--- config.mk ---
export PLATFORM = sky130hd
export DESIGN_NAME = instr_sequencer
export DESIGN_NICKNAME = d
export VERILOG_FILES = /design/src/rtl/instr_seq_pkg.sv /design/src/rtl/instr_sequencer_fifo.sv /design/src/rtl/instr_sequencer.sv
export SDC_FILE = /design/constraint.sdc
export NUM_CORES = 1
export LEC_CHECK = 0
export BUFFER_PORTS_ARGS = -buffer_cell sky130_fd_sc_hd__buf_2
export CORE_MARGIN = 5
export CORE_UTILIZATION = 45
export DETAILED_ROUTE_END_ITERATION = 8
export GPL_ROUTABILITY_DRIVEN = 1
export PLACE_DENSITY_LB_ADDON = 0.05
export RECOVER_POWER = 25
export SLEW_MARGIN = 20
export SYNTH_ARGS = -nofsm -noshare
export SYNTH_HDL_FRONTEND = slang
export SYNTH_SLANG_ARGS = --single-unit
--- constraint.sdc ---
create_clock -name clk -period 5.27 [get_ports clk]
set_input_delay 1.054 -clock clk [delete_from_list [all_inputs] [get_ports clk]]
set_output_delay 1.054 -clock clk [all_outputs]
set_load 0.005 [all_outputs]
--- src/rtl/instr_seq_pkg.sv ---
// Shared types and encodings for the 10-bit processor instruction sequencer.
package instr_seq_pkg;

  typedef enum logic {IDLE = 1'b0, RUN = 1'b1} state_t;

  localparam int DATA_W = 10;

  localparam logic [1:0] T0 = 2'd0;
  localparam logic [1:0] T1 = 2'd1;
  localparam logic [1:0] T2 = 2'd2;
  localparam logic [1:0] T3 = 2'd3;

  localparam logic [1:0] OP_REG  = 2'b00;
  localparam logic [1:0] OP_ADDI = 2'b10;
  localparam logic [1:0] OP_SUBI = 2'b11;

  localparam logic [3:0] LOAD = 4'b0000;
  localparam logic [3:0] COPY = 4'b0001;
  localparam logic [3:0] ADD  = 4'b0010;
  localparam logic [3:0] SUB  = 4'b0011;
  localparam logic [3:0] INV  = 4'b0100;
  localparam logic [3:0] FLIP = 4'b0101;
  localparam logic [3:0] AND  = 4'b0110;
  localparam logic [3:0] OR   = 4'b0111;
  localparam logic [3:0] XOR  = 4'b1000;
  localparam logic [3:0] LSL  = 4'b1001;
  localparam logic [3:0] LSR  = 4'b1010;
  localparam logic [3:0] ASR  = 4'b1011;

endpackage

--- src/rtl/instr_sequencer_fifo.sv ---
// Synchronous instruction FIFO; the head word is visible combinationally.
module seq_fifo #(
  parameter int DEPTH = 16,
  parameter int AW    = 4,
  parameter int W     = 10
) (
  input  logic          clk,
  input  logic          rst_n,
  input  logic          push,
  input  logic [W-1:0]  push_data,
  input  logic          pop,
  output logic [W-1:0]  head,
  output logic          full,
  output logic [AW:0]   level
);

  localparam logic [AW:0] FULL_LEVEL = (AW+1)'(DEPTH);

  logic [W-1:0]  mem [DEPTH];
  logic [AW-1:0] wr_ptr;
  logic [AW-1:0] rd_ptr;
  logic          do_push;
  logic          do_pop;

  assign full    = (level == FULL_LEVEL);
  assign do_push = push && !full;
  assign do_pop  = pop && (level != '0);
  assign head    = mem[rd_ptr];

  // Storage carries no reset so it can map onto RAM; only pointers are flushed.
  always_ff @(posedge clk) begin
    if (do_push) mem[wr_ptr] <= push_data;
  end

  always_ff @(posedge clk or negedge rst_n) begin
    if (!rst_n) begin
      wr_ptr <= '0;
      rd_ptr <= '0;
      level  <= '0;
    end else begin
      if (do_push) wr_ptr <= wr_ptr + AW'(1);
      if (do_pop)  rd_ptr <= rd_ptr + AW'(1);
      if (do_push && !do_pop)      level <= level + (AW+1)'(1);
      else if (!do_push && do_pop) level <= level - (AW+1)'(1);
    end
  end

endmodule

--- src/rtl/instr_sequencer.sv ---
// Instruction sequencer: buffers host words, fetches at T=0, steps T until Clr.
module instr_sequencer
  import instr_seq_pkg::*;
#(
  parameter int DEPTH = 16,
  parameter int AW    = 4,
  parameter int CW    = 8
) (
  input  logic              clk,
  input  logic              rst_n,
  input  logic              load_valid,
  input  logic [DATA_W-1:0] load_data,
  output logic              load_ready,
  input  logic              start,
  input  logic              halt,
  input  logic              Clr,
  output logic [1:0]        T,
  output logic [DATA_W-1:0] DIN,
  output logic              busy,
  output logic              done,
  output logic              err,
  output logic [CW-1:0]     retired,
  output logic [AW:0]       level
);

  state_t            state;
  logic              halt_pend;
  logic              fetch;
  logic              retire;
  logic              stop;
  logic              full;
  logic [DATA_W-1:0] head;

  seq_fifo #(.DEPTH(DEPTH), .AW(AW), .W(DATA_W)) u_fifo (
    .clk       (clk),
    .rst_n     (rst_n),
    .push      (load_valid),
    .push_data (load_data),
    .pop       (fetch),
    .head      (head),
    .full      (full),
    .level     (level)
  );

  assign load_ready = !full;
  assign busy       = (state == RUN);
  assign fetch      = (state == RUN) && (T == T0);
  // A missing Clr at T3 still retires the instruction so the run cannot stall.
  assign retire     = (state == RUN) && (T != T0) && (Clr || T == T3);
  assign stop       = halt_pend || halt || (level == '0);
  assign DIN        = fetch ? head : '0;

  always_ff @(posedge clk or negedge rst_n) begin
    if (!rst_n) begin
      state     <= IDLE;
      T         <= T0;
      halt_pend <= 1'b0;
      done      <= 1'b0;
      err       <= 1'b0;
      retired   <= '0;
    end else begin
      done <= 1'b0;
      case (state)
        IDLE: begin
          T         <= T0;
          halt_pend <= 1'b0;
          if (start && level != '0) state <= RUN;
        end
        RUN: begin
          if (halt) halt_pend <= 1'b1;
          if (T == T0) begin
            T <= T1;
          end else if (retire) begin
            retired <= retired + CW'(1);
            if (!Clr) err <= 1'b1;
            T <= T0;
            if (stop) begin
              state     <= IDLE;
              done      <= 1'b1;
              halt_pend <= 1'b0;
            end
          end else begin
            T <= T + 2'd1;
          end
        end
        default: state <= IDLE;
      endcase
    end
  end

endmodule
Word-level counts from Yosys, hierarchy flattened --
Memories as Yosys holds them, arrays and structs flattened. Index checks and enable logic that the tools add are counted. W data, S select, Z words.
Operators by class: add/subtract/negate cells 6, eq/ne operators 2, muxes and demuxes 22, bitwise logic cells 3, reduce and logical (&&, ||, !) cells 21
Operators by type and width (count):
- $mux W1 | 14
- $mux W10 | 1
- $mux W5 | 2
- $add A4 B1 Y4 const B | 2
- $add A8 B1 Y8 const B | 1
- $logic_and A1 B1 Y1 | 8
- $add A5 B1 Y5 const B | 1
- $eq A5 B5 Y1 const B | 1
- $logic_not A5 Y1 | 1
- $reduce_bool A5 Y1 | 1
- $sub A5 B1 Y5 const B | 1
- $mux W2 | 2
- $pmux W1 S2 | 2
- $pmux W2 S2 | 1
- $reduce_and A4 Y1 | 1
- $reduce_bool A2 Y1 | 2
- $logic_not A1 Y1 | 3
- $logic_or A1 B1 Y1 | 3
- $not A1 Y1 | 3
- $reduce_and A3 Y1 | 1
- $add A2 B1 Y2 const B | 1
- $eq A2 B2 Y1 const B | 1
- $logic_not A2 Y1 | 1
Word-level totals: bits in registers 27, bits in writable memories 160, input port bits 16, output and inout port bits 29, memories 1
Memory list:
- u_fifo.mem | words 16, width 10, read ports 1, clocked after Yosys merged registers in 0, write ports 1, RTL line instr_sequencer_fifo.sv:19 | logic [W-1:0] mem [DEPTH];

Depth between registers and ports, before layout --
depth in word-level cells 7, gate-level depth with buffers 11

Modules after synthesis --
A second synthesis with hierarchy kept.
Second synthesis, totals: cells, all modules 461, area total of the unflattened synthesis 7698.6 um^2
Modules (own cells, without submodules):
- seq_fifo | times used 1, cells an instance 391, area an instance 6985.4 um^2, seq. area each 5129.9 um^2
- instr_sequencer | times used 1, cells an instance 70, area an instance 713.2 um^2, seq. area each 350.3 um^2

Worst setup path after synthesis --
OpenSTA, ideal clock, no wires.
path type input-to-reg, start point in load_valid, end point reg u_fifo.level[4], setup time 138 ps, arrival 2633 ps, required time 5132 ps, setup slack 2499 ps, cell stages on the path 8, cells stage by stage a21boi_2 > ha_1 > inv_1 > ha_1 > nor2b_1 > o21a_1 > o2111ai_1 > o311ai_1
On the way: longest elaborated chain between the ends 4, elaborated cells between the ends (all ways) 6, those cells by class mux (1); reduce/logical (5)
RTL lines:
- start: declaration | RTL line instr_sequencer.sv:11 | input logic load_valid,
- $logic_and A1 B1 Y1 (*) | RTL line instr_sequencer_fifo.sv:26 | assign do_push = push && !full;
- $logic_not A1 Y1 | RTL line instr_sequencer_fifo.sv:44 | else if (!do_push && do_pop) level <= level - (AW+1)'(1);
- $logic_and A1 B1 Y1 | RTL line instr_sequencer_fifo.sv:44
- $reduce_bool A2 Y1 (no source line)
- end signal: assignment | RTL line instr_sequencer_fifo.sv:43 | if (do_push && !do_pop) level <= level + (AW+1)'(1);
- end signal: assignment | RTL line instr_sequencer_fifo.sv:44
- end: declaration | RTL line instr_sequencer_fifo.sv:14 | output logic [AW:0] level
Mark *: on every way between the ends. The rest lies on a longest branch, timed or not. A chain may end at the register's enable or synchronous reset.

Worst setup path in the final report --
start point reg u_fifo.rd_ptr[0], end point out DIN[1]
On the way: longest elaborated chain between the ends 2
RTL lines:
- start: declaration | RTL line instr_sequencer_fifo.sv:21 | logic [AW-1:0] rd_ptr;
- start signal: assignment | RTL line instr_sequencer_fifo.sv:42 | if (do_pop) rd_ptr <= rd_ptr + AW'(1);
- $mem_v2 Z16 W10
- $mux W10 | RTL line instr_sequencer.sv:51 | assign DIN = fetch ? head : '0;
- end: declaration | RTL line instr_sequencer.sv:18 | output logic [DATA_W-1:0] DIN,
No other way between the ends.

==> impl_metrics.tcl <==
set metrics [dict create \
    clkPwrFrac_pct 27.0 \
    synth_cell_type_count 39 \
    synth_compound_area_share_pct 5.21 \
    register_area_mm2 0.00548 \
    synth_nets 504 \
    synthAdderAreaFrac_pct 2.38 \
    rsz0062_at_grt "no" \
    num_vias 4187 \
    critPathSlowestCell "dfrtp_4" \
    insertion_delay_ps 420 \
    crit_fanout 57 \
    dp_hpwl_mm 10.5 \
    portBuffers 44 \
    async_flop_share_pct 14.4 \
    postCtsSetupRepairBufs 0 \
    outcome "completed" \
    nNetsFinal 567 \
    grt_pass1_vias 4323 \
    io-pin-count 45 \
    cts_tree "built" \
    coreArea_mm2 0.0166 \
    layout-drive-gt1-share_pct 17.8 \
    drc 0 \
    cts_max_level 4 \
    drt_iter0_drc 288 \
    critPathRequiredTime_ps 4220 \
    synth_seq_cells 187 \
    crit_type "register to output port" \
    critPathCaptureType "output port" \
    initial_core_util_pct 46.2 \
    avgSynthCellArea_um2 16.2 \
    num_rows 47 \
    postCtsHoldBufs 0 \
    multi_input_area_mm2 0.00203 \
    critPathMaxStageDelay_ps 1090 \
    whs_path_depth 1 \
    die_w_um 141 \
    hold_violations 0 \
    crit_arrival_ps 2710 \
    synth_top_family_by_area "multiplexers" \
    diodes 0 \
    ant_nets 0 \
    ys_top_cells_by_area "edfxtp_1 63%, dfrtp_1 8.8%, mux2i_1 8.6%" \
    min_period_ps 3760 \
    synth_seq_area_share_pct 71.3 \
    cpLargestDelayFamily "flip-flops" \
    routedWlPerCell_um 21.5 \
    cap_violations 0 \
    ctsResizeCount 0 \
    antenna_found_initial 0 \
    critPathLaunchType "register" \
    finClkSkew_ps 4.36 \
    areaGrowthSynthToFinish_pct 14.6 \
    power.density_mw_per_mm2 554 \
    hold_start "retired[7]" \
    die_h_um 141 \
    layout_common_cells "160 x edfxtp_1, 66 x mux2i_1, 37 x buf_2" \
    relSlewSlack_pct 32.1 \
    rr_startpoint "u_fifo.level[1]" \
    drv_slew 0 \
    setup_viol 0 \
    worst_pin_slew_ps 1020 \
    grt_max_degree 58 \
    vias_per_cell 5.44 \
    dieArea_mm2 0.0198 \
    p_leak_uw 0.00327 \
    synth_top_area_cell "edfxtp_1" \
    path_clk_slew_ps 60 \
    synth_edf_count 160 \
    dominantRegCellSynth "edfxtp_1" \
    fmax_mhz 266 \
    critPathBufInv 2 \
    place.gp.congestion 0.787 \
    clockBufferDepth 2 \
    reg2reg_slack_ps 2420 \
    final_common_cell "edfxtp_1" \
    fill_cells 1371 \
    pwr-share-comb_pct 29.9 \
    syn_inst 474 \
    synth_top_area_share_pct 62.5 \
    clock-sinks 187 \
    grt_use_total_pct 17.6 \
    swShare_pct 32.5 \
    synth_xor_area_share_pct 1.82 \
    r2r_end "u_fifo.level[4]" \
    reg2reg_depth 10 \
    path_cells "buf_4, mux2i_1, a22oi_1, nand3_1, o21ai_1, buf_2" \
    cts_root_buf "clkbuf_16" \
    worstHoldEndpoint "retired[7]" \
    internal_power_uw 3290 \
    numCtsBuffers 17 \
    synth_simple_gate_area_share_pct 5.99 \
    max-vdd-ir-drop_mv 0.344 \
    yosysWarnings 0 \
    setup_tns_ps 0 \
    fin_crit_sh_pct 71.4 \
    finalWirelength_mm 16.5 \
    grt_remaining_overflow 0 \
    power_frac_seq_pct 43.1 \
    netlist_area_mm2 0.00768 \
    dr.pass1.iters 5 \
    hold_ws_ps 467 \
    hp-class "register to register" \
    synthMuxAreaShare_pct 10.9 \
    grt_pass1_wl_mm 25.9 \
    switchingPower_uw 1580 \
]
stage by stage:
stage          setup WS, ps  cell area, um^2  utilization, %  total power (uW)  instances
6_report               1510             8800            52.9              4880        770
5_1_grt                1350             8800            52.9              5190        770
4_1_cts                1460             8810            53.0              4930        770
3_5_place_dp           1940             8190            49.2              3610        738
3_3_place_gp           1950             8190            49.2              3590        738
2_1_floorplan          2500             7680               -              3120        474
worst reg2reg max path: stages, from the launching register on:
cell and delay, ps:
dfrtp_1 440, nor4_2 450, nand2b_1 250, nand2_2 170, ha_1 290, inv_1 150
ha_1 310, nor2b_1 150, o21a_1 200, o21ai_0 190, o311ai_1 120
layer usage:
metal,global-route usage (%),share of wire [%],wire (um)
met1,25.6,48,7890
met3,3.45,4.4,735
met5,0,0,0
met4,7.04,2.4,393
met2,26.3,45,7530
worst max-delay path by stage:
stage / startpoint / endpoint / slack (ps) / cells after the start
CTS: u_fifo.rd_ptr[0] / DIN[1] / 1460 / 6
detailed placement: u_fifo.rd_ptr[0] / DIN[1] / 1940 / 6
floorplan: load_valid / u_fifo.level[4] / 2500 / 8
finish: u_fifo.rd_ptr[0] / DIN[1] / 1510 / 6
global placement: u_fifo.rd_ptr[0] / DIN[0] / 1950 / 5
global route: u_fifo.rd_ptr[0] / DIN[1] / 1350 / 6
state kept, by name, indices dropped and copies added, names as in the netlist:
register and count:
busy 1, u_fifo.rd_ptr 4, u_fifo.wr_ptr 4, done 1
u_fifo.level 5, retired 8, T 2, err 1
u_fifo.mem 160, halt_pend 1
final cells by class:
cell class	count	share of cell area, %
inverter	9	0.384
tap	220	3.13
sequential	187	62.3
timing repair buffer	64	4.11
clock buffer	25	5.74
multi-input combinational	258	23.1
clock inverter	7	1.28
power by group through the flow:
stage | clock network, uW | logic, uW | registers [uW]
after floorplan | 0 | 1160 | 1960
after global placement | 0 | 1460 | 2130
after detailed placement | 0 | 1480 | 2140
after CTS | 1340 | 1480 | 2110
after global routing | 1410 | 1630 | 2140
final | 1320 | 1460 | 2100
kinds of logic (layout without fill, tap and decap cells):
group	after synthesis	after routing
fa+ha+maj	14	14
xor+xnor	16	16
mux	74	74
buf+inv	29	105
simple gates	95	95
compound gates	59	59
flops	187	187
synth_stat cells (2+ instances only):
| master | number |
|---|---|
| xnor2_1 | 14 |
| o2111ai_1 | 2 |
| inv_1 | 9 |
| buf_4 | 3 |
| dfrtp_1 | 27 |
| o21ai_0 | 6 |
| o21ai_1 | 10 |
| mux4_2 | 5 |
| nand2_1 | 27 |
| or3_1 | 2 |
| nor2_1 | 18 |
| buf_6 | 3 |
| mux4_1 | 2 |
| a22oi_1 | 33 |
| edfxtp_1 | 160 |
| nand3_1 | 16 |
| nor2b_1 | 5 |
| buf_12 | 2 |
| a21oi_1 | 4 |
| and3_1 | 2 |
| nand2b_1 | 11 |
| nand4_1 | 4 |
| nor3_1 | 6 |
| ha_1 | 13 |
| clkbuf_1 | 5 |
| xor2_1 | 2 |
| mux2i_1 | 66 |
| buf_2 | 6 |
Power figures use the tool's default switching activity.
